$ cat config.mk
export PLATFORM = sky130hd
export DESIGN_NAME = tile_scheduler
export DESIGN_NICKNAME = d
export VERILOG_FILES = /design/src/rtl/tile_scheduler_pkg.sv /design/src/rtl/sched_delay_line.sv /design/src/rtl/tile_scheduler.sv
export SDC_FILE = /design/constraint.sdc
export NUM_CORES = 1
export LEC_CHECK = 0
export BUFFER_PORTS_ARGS = -buffer_cell sky130_fd_sc_hd__buf_2
export CAP_MARGIN = 20
export CORE_UTILIZATION = 35
export CTS_BUF_LIST = sky130_fd_sc_hd__clkbuf_4 sky130_fd_sc_hd__clkbuf_8 sky130_fd_sc_hd__clkbuf_16
export DETAILED_ROUTE_END_ITERATION = 12
export SLEW_MARGIN = 20
export SYNTH_ARGS = -nofsm -noshare
export SYNTH_HDL_FRONTEND = slang
export SYNTH_HIERARCHICAL = 1
export SYNTH_SLANG_ARGS = --single-unit
$ cat constraint.sdc
create_clock -name clk_i -period 2.9 [get_ports clk_i]
set_input_delay 0.29 -clock clk_i [delete_from_list [all_inputs] [get_ports clk_i]]
set_output_delay 0.29 -clock clk_i [all_outputs]
set_load 0.05 [all_outputs]
$ cat src/rtl/tile_scheduler_pkg.sv
// Shared configuration for the tile scheduler: array/super-matrix geometry,
// derived tile counts, address/counter widths and the FSM state type.
package tile_scheduler_pkg;

    localparam int SYS_ROWS     = 2;
    localparam int SYS_COLS     = 2;
    localparam int SUPER_W_ROWS = 8;
    localparam int SUPER_W_COLS = 8;
    localparam int SUPER_A_ROWS = 12;

    localparam int TR        = SUPER_W_ROWS / SYS_ROWS;
    localparam int TC        = SUPER_W_COLS / SYS_COLS;
    localparam int NUM_TILES = TR * TC;
    localparam int PIPE_LAT  = 1 + SYS_ROWS + SYS_COLS - 1;

    // $clog2 yields 0 for a depth of 1; a zero-width vector is not legal.
    function automatic int clog2_min1(input int value);
        return (value <= 1) ? 1 : $clog2(value);
    endfunction

    localparam int W_ADDR_W   = clog2_min1(NUM_TILES * SYS_ROWS);
    localparam int A_ADDR_W   = clog2_min1(TR * SUPER_A_ROWS);
    localparam int ACC_ADDR_W = clog2_min1(TC * SUPER_A_ROWS);

    localparam int K_W  = clog2_min1(SYS_ROWS);
    localparam int I_W  = clog2_min1(SUPER_A_ROWS);
    localparam int D_W  = clog2_min1(PIPE_LAT);
    localparam int TR_W = clog2_min1(TR);
    localparam int TC_W = clog2_min1(TC);

    localparam logic [K_W-1:0]  K_LAST  = K_W'(SYS_ROWS - 1);
    localparam logic [I_W-1:0]  I_LAST  = I_W'(SUPER_A_ROWS - 1);
    localparam logic [D_W-1:0]  D_LAST  = D_W'(PIPE_LAT - 1);
    localparam logic [TR_W-1:0] TR_LAST = TR_W'(TR - 1);
    localparam logic [TC_W-1:0] TC_LAST = TC_W'(TC - 1);

    typedef enum logic [2:0] {
        ST_IDLE     = 3'd0,
        ST_LOAD_W   = 3'd1,
        ST_STREAM_A = 3'd2,
        ST_DRAIN    = 3'd3,
        ST_FINISH   = 3'd4
    } tile_sched_state_e;

endpackage

$ cat src/rtl/sched_delay_line.sv
// WIDTH x DEPTH shift register with synchronous clear and a shift enable;
// carries the accumulator-write request alongside the array pipeline.
module sched_delay_line #(
    parameter int WIDTH = 8,
    parameter int DEPTH = 4
) (
    input  logic             clk_i,
    input  logic             clr_i,
    input  logic             en_i,
    input  logic [WIDTH-1:0] d_i,
    output logic [WIDTH-1:0] q_o
);

    logic [WIDTH-1:0] stage_q [DEPTH];

    // Clear wins over enable so an abort also drops in-flight writes.
    always_ff @(posedge clk_i) begin
        if (clr_i) begin
            for (int s = 0; s < DEPTH; s++) begin
                stage_q[s] <= '0;
            end
        end else if (en_i) begin
            stage_q[0] <= d_i;
            for (int s = 1; s < DEPTH; s++) begin
                stage_q[s] <= stage_q[s-1];
            end
        end
    end

    assign q_o = stage_q[DEPTH-1];

endmodule

$ cat src/rtl/tile_scheduler.sv
// Tile scheduler: walks the weight super-matrix tile by tile (column-major, tr
// innermost), issuing weight loads, activation streams and delayed acc writes.
module tile_scheduler
    import tile_scheduler_pkg::*;
(
    input  logic                  clk_i,
    input  logic                  rst_i,
    input  logic                  start_i,
    input  logic                  hold_i,
    output logic                  busy_o,
    output logic                  done_o,
    output logic                  w_rd_en_o,
    output logic [W_ADDR_W-1:0]   w_rd_addr_o,
    output logic                  w_load_o,
    output logic                  a_rd_en_o,
    output logic [A_ADDR_W-1:0]   a_rd_addr_o,
    output logic                  acc_wr_en_o,
    output logic [ACC_ADDR_W-1:0] acc_wr_addr_o,
    output logic                  acc_accumulate_o
);

    localparam int DL_W = ACC_ADDR_W + 2;

    if ((SUPER_W_ROWS % SYS_ROWS) != 0) begin : g_chk_rows
        $error("SUPER_W_ROWS must be a multiple of SYS_ROWS");
    end
    if ((SUPER_W_COLS % SYS_COLS) != 0) begin : g_chk_cols
        $error("SUPER_W_COLS must be a multiple of SYS_COLS");
    end

    tile_sched_state_e state_q, state_d;
    logic [K_W-1:0]    k_q, k_d;
    logic [I_W-1:0]    i_q, i_d;
    logic [D_W-1:0]    dr_q, dr_d;
    logic [TR_W-1:0]   tr_q, tr_d;
    logic [TC_W-1:0]   tc_q, tc_d;
    logic              w_load_q;
    logic              advance_s;
    logic              w_rd_en_s;
    logic              a_rd_en_s;
    logic [DL_W-1:0]   dl_in_s;
    logic [DL_W-1:0]   dl_out_s;

    // hold freezes everything except IDLE, where start must still be taken.
    assign advance_s = ~hold_i | (state_q == ST_IDLE);

    // State and counter registers.
    always_ff @(posedge clk_i) begin
        if (rst_i) begin
            state_q  <= ST_IDLE;
            k_q      <= '0;
            i_q      <= '0;
            dr_q     <= '0;
            tr_q     <= '0;
            tc_q     <= '0;
            w_load_q <= 1'b0;
        end else if (advance_s) begin
            state_q  <= state_d;
            k_q      <= k_d;
            i_q      <= i_d;
            dr_q     <= dr_d;
            tr_q     <= tr_d;
            tc_q     <= tc_d;
            w_load_q <= w_rd_en_s;
        end
    end

    // Next-state, counter advance and raw read enables.
    always_comb begin
        state_d   = state_q;
        k_d       = k_q;
        i_d       = i_q;
        dr_d      = dr_q;
        tr_d      = tr_q;
        tc_d      = tc_q;
        w_rd_en_s = 1'b0;
        a_rd_en_s = 1'b0;
        case (state_q)
            ST_IDLE: begin
                if (start_i) begin
                    state_d = ST_LOAD_W;
                    k_d     = '0;
                    i_d     = '0;
                    dr_d    = '0;
                    tr_d    = '0;
                    tc_d    = '0;
                end else begin
                    state_d = ST_IDLE;
                end
            end
            ST_LOAD_W: begin
                w_rd_en_s = 1'b1;
                if (k_q == K_LAST) begin
                    k_d     = '0;
                    state_d = ST_STREAM_A;
                end else begin
                    k_d = k_q + K_W'(1);
                end
            end
            ST_STREAM_A: begin
                a_rd_en_s = 1'b1;
                if (i_q == I_LAST) begin
                    i_d     = '0;
                    state_d = ST_DRAIN;
                end else begin
                    i_d = i_q + I_W'(1);
                end
            end
            ST_DRAIN: begin
                if (dr_q != D_LAST) begin
                    dr_d = dr_q + D_W'(1);
                end else if (tr_q != TR_LAST) begin
                    dr_d    = '0;
                    tr_d    = tr_q + TR_W'(1);
                    state_d = ST_LOAD_W;
                end else if (tc_q != TC_LAST) begin
                    dr_d    = '0;
                    tr_d    = '0;
                    tc_d    = tc_q + TC_W'(1);
                    state_d = ST_LOAD_W;
                end else begin
                    dr_d    = '0;
                    tr_d    = '0;
                    tc_d    = '0;
                    state_d = ST_FINISH;
                end
            end
            ST_FINISH: begin
                state_d = ST_IDLE;
            end
            default: begin
                state_d = ST_IDLE;
            end
        endcase
    end

    // Request entering the pipeline: {write enable, acc address, accumulate}.
    assign dl_in_s = {a_rd_en_s,
                      ACC_ADDR_W'(int'(tc_q) * SUPER_A_ROWS + int'(i_q)),
                      (tr_q != '0)};

    sched_delay_line #(
        .WIDTH (DL_W),
        .DEPTH (PIPE_LAT)
    ) u_delay_line (
        .clk_i (clk_i),
        .clr_i (rst_i),
        .en_i  (~hold_i),
        .d_i   (dl_in_s),
        .q_o   (dl_out_s)
    );

    assign busy_o           = (state_q != ST_IDLE);
    assign done_o           = (state_q == ST_FINISH) & ~hold_i;
    assign w_rd_en_o        = w_rd_en_s & ~hold_i;
    assign w_rd_addr_o      = W_ADDR_W'((int'(tc_q) * TR + int'(tr_q)) * SYS_ROWS + int'(k_q));
    assign w_load_o         = w_load_q & ~hold_i;
    assign a_rd_en_o        = a_rd_en_s & ~hold_i;
    assign a_rd_addr_o      = A_ADDR_W'(int'(tr_q) * SUPER_A_ROWS + int'(i_q));
    assign acc_wr_en_o      = dl_out_s[DL_W-1] & ~hold_i;
    assign acc_wr_addr_o    = dl_out_s[DL_W-2:1];
    assign acc_accumulate_o = dl_out_s[0];

endmodule

==> qor_table.md <==
| Parameter | Value |
|---|---|
| Remaining max-slew budget at the tightest pin | 50.2% |
| NetSw | 0.335 mW |
| Die height | 85.8 µm |
| Pre-CTS WS | 0.895 ns |
| Buffer count from post-CTS setup fixing | 0 |
| TritonCTS clock tree | done |
| Maximum clock skew at final layout | 0.00767 ns |
| Slowest library cell on the worst path | dfxtp_1 |
| Maximum fanout encountered on the critical timing path | 7 |
| Clk Tree Root Cell | clkbuf_8 |
| Top_reg_cell synth | edfxtp_1 |
| Combinational share of power | 10.4% |
| Antenna violations before repair | 0 |
| Data arrival time of the critical path | 2.05 ns |
| Number of buffer cells added on primary ports | 27 |
| YS warnings | 6 |
| Final worst path period need | 2.34 ns |
| Seq cells post-synth | 47 |
| Number of nets still failing antenna checks after routing | 0 |
| Actual slew at the worst max-slew pin | 0.747 ns |
| Combined area of the multi-input logic cells | 0.00106 mm² |
| Leakage dissipation | 1.28 nW |
| Proportion of synthesized flip-flops having asynchronous set or reset | 0% |
| Area Growth Syn to Fin | 12.4% |
| Startpoint type of the worst setup path | flop |
| Area used by sequential logic in the layout | 0.00126 mm² |
| Router iterations before antenna repair | 4 |
| Number of enable flip-flop cells after synthesis | 32 |
| Maximum number of pins on one net before global-route repair | 53 |
| Sequential power share | 55.2% |
| H-tree Lvls | 2 |
| Cell-internal power | 1.04 mW |
| Clk Latency, worst-skew pair | 0.30 ns |
| Worst Path Class, Setup | flop to output port |
| DP Wirelength | 2.52 mm |
| Wire length of the first global-routing pass | 6.66 mm |
| Average routed wire per standard cell | 11.8 µm |
| Vias in the first global route | 1443 |
| List of cells traversed by the critical path | inv_1 -> ha_1 -> inv_1 -> fa_1 -> xnor2_1 -> buf_2 |
| Gates resized, CTS repair | 0 |
| Num rows | 30 |
| Category of the worst setup path capture point | output port |
| Number of DRC markers in iteration 0 | 88 |
| Most prevalent standard cell on the critical path | inv_1 |
| Highest Clock Rate | 427 MHz |
| Buf/Inv on CP | 3 |
| Drt via density | 4.85 |
| Cell family contributing the most delay on the critical path | adder cells |
| Post-synth cell types | 44 |
| Share of the yosys chip area belonging to registers | 51.3% |
| Period utilisation layout | 80.7% |
| Total routed wirelength | 3.93 mm |
| Post-CTS Hold Buffers | 0 |
| Total die area | 0.00736 mm² |
| Final Slew Violations | 0 |
| Total Power Consumption | 1.38 mW |
| Most common cell after layout, fill and taps aside | edfxtp_1 |
| Fin nets | 253 |
| Number of hold violations in the final report | 0 |
| Ports | 28 |
| Run status | finished clean |
| Maximum VDD drop | 0.180 mV |
| Clock sink count | 47 |
| CTS clock-pin slew for the worst setup and hold paths | 0.09 ns |
| Worst-case clock buffer depth | 2 |
| Net Count, Synth | 232 |
| Launch point of the worst path | tr_q[0]$_SDFFE_PP0P_ |
| Final GP Congestion | 0.702 |
| Number of max-cap violations | 0 |
| Net Sw Frac | 24.3% |
| Required time at the worst-slack endpoint | 2.61 ns |
| Average instance area after synthesis | 11.5 µm² |
| Std-Cell Core Area | 0.00679 mm² |
| Number of endpoints failing setup at the final stage | 0 |
| Count of filler cells inserted in the layout | 645 |
| Drc violations | 0 |
| Combined area of all synthesized cells | 0.00246 mm² |
| Die X-Extent | 85.8 µm |
| Num CTS Buffers | 5 |
| Starting Density | 36.2% |
| Worst flop-to-flop path startpoint | tc_q[0]$_SDFFE_PP0P_ |
| Fraction of layout cells with a size suffix above 1 | 26.3% |
| Count of mapped cells out of synthesis | 214 |
| GRT overflow | 0 |
| Ant. Diodes | 0 |
| Startpoint of the lowest-slack hold path | start_i |
| Most frequent cells in the layout | edfxtp_1 (32), buf_2 (27), and3b_2 (20) |
| R2R Setup Slk | 1.03 ns |
| Worst min-delay path class | primary input to flop |
| Worst setup slack after layout | 0.560 ns |
| Largest stage delay on the critical path | 0.46 ns |
| Clock Power Share | 34.4% |
| Total global routing track utilization | 11.5% |
| Unrepaired setup endpoints after global routing | no |
| Total via count after detailed routing | 1611 |
| Power per unit of standard cell area | 499 mW/mm² |
| Setup TNS after final layout | 0 ns |
-- state kept, by name (all words and copies together) (netlist names) --
signal and cells:
u_delay_line/stage_q 32, tc_q 2, tr_q 2, i_q 4
k_q 1, dr_q 2, w_load_q 1, state_q 3
-- final timing paths --
check / end / cells after the start
worst max register to register: u_delay_line/stage_q[0][6]$_SDFFCE_PN0P_ / 8
worst min register to register: dr_q[1]$_SDFFE_PP0P_ / 2
worst max-delay path: a_rd_addr_o[4] / 6
worst min-delay path: dr_q[0]$_SDFFE_PP0P_ / 4
-- synth_stat cells, types with 2 or more instances --
master	instances	area, µm²
edfxtp_1	32	961
and3b_2	20	200
dfxtp_1	15	300
a21oi_1	14	70.1
inv_1	13	48.8
and3b_1	12	105
ha_1	12	150
nand2_1	11	41.3
nor2_1	9	33.8
buf_2	7	35.0
nor2b_1	7	43.8
clkbuf_1	5	18.8
nand3_1	5	25.0
o21ai_0	5	25.0
buf_4	4	30.0
nor3_1	4	20.0
or4_1	3	22.5
xnor2_1	3	26.3
a211o_1	2	17.5
a21o_1	2	15.0
fa_1	2	40.0
mux2i_1	2	20.0
o41ai_1	2	17.5
or3_1	2	12.5
or3b_2	2	17.5
-- through the flow --
stage / utilization [%] / area (µm²) / hold slack [ns] / instances
floorplan: - / 2460 / 0.452 / 214
global placement: 39.0 / 2650 / 0.466 / 324
detailed placement: 39.0 / 2650 / 0.476 / 324
CTS: 40.7 / 2760 / 0.360 / 332
global route: 40.7 / 2760 / 0.392 / 332
finish: 40.7 / 2760 / 0.368 / 332
-- logic make-up after synthesis --
family                     synth area share [%]
AOI/OAI and AO/OA                          8.66
xor gates and xnor gates                   1.43
adders and majority gates                  7.74
buffers and inverters                      5.40
DFF                                        51.3
muxes                                     0.815
and+or+nand+nor                            24.6
-- power by group through the flow --
| stage | sequential, mW | combinational, mW | clock, mW |
|---|---|---|---|
| floorplan | 0.790 | 0.101 | 0 |
| global placement | 0.775 | 0.144 | 0 |
| detailed placement | 0.776 | 0.145 | 0 |
| CTS | 0.761 | 0.145 | 0.491 |
| global route | 0.765 | 0.157 | 0.515 |
| finish | 0.761 | 0.143 | 0.474 |
-- routing by layer --
layer	track usage [%]	share of wire (%)	routed length [µm]	up-vias
met3	2.79	2.9	114	5
met1	14.4	50	1950	764
met2	19.0	46	1810	26
li1	-	-	-	816
met4	4.55	1.2	49	0
met5	0	0	0	-
-- final cells by class --
cell class / count / area share, %
tap: 96 / 4.35
clock inverter: 3 / 1.54
multi-input combinational: 138 / 38.5
timing repair buffer: 30 / 5.71
inverter: 13 / 1.77
sequential: 47 / 45.7
clock buffer: 5 / 2.49
-- worst min-delay path: cells and delay by family --
family	cells	cell delay (ns)
and+or+nand+nor	2	0.17
buffers and inverters	1	0.11
AOI/OAI and AO/OA	1	0.06
No activity file was read; power rests on OpenSTA's default activity.
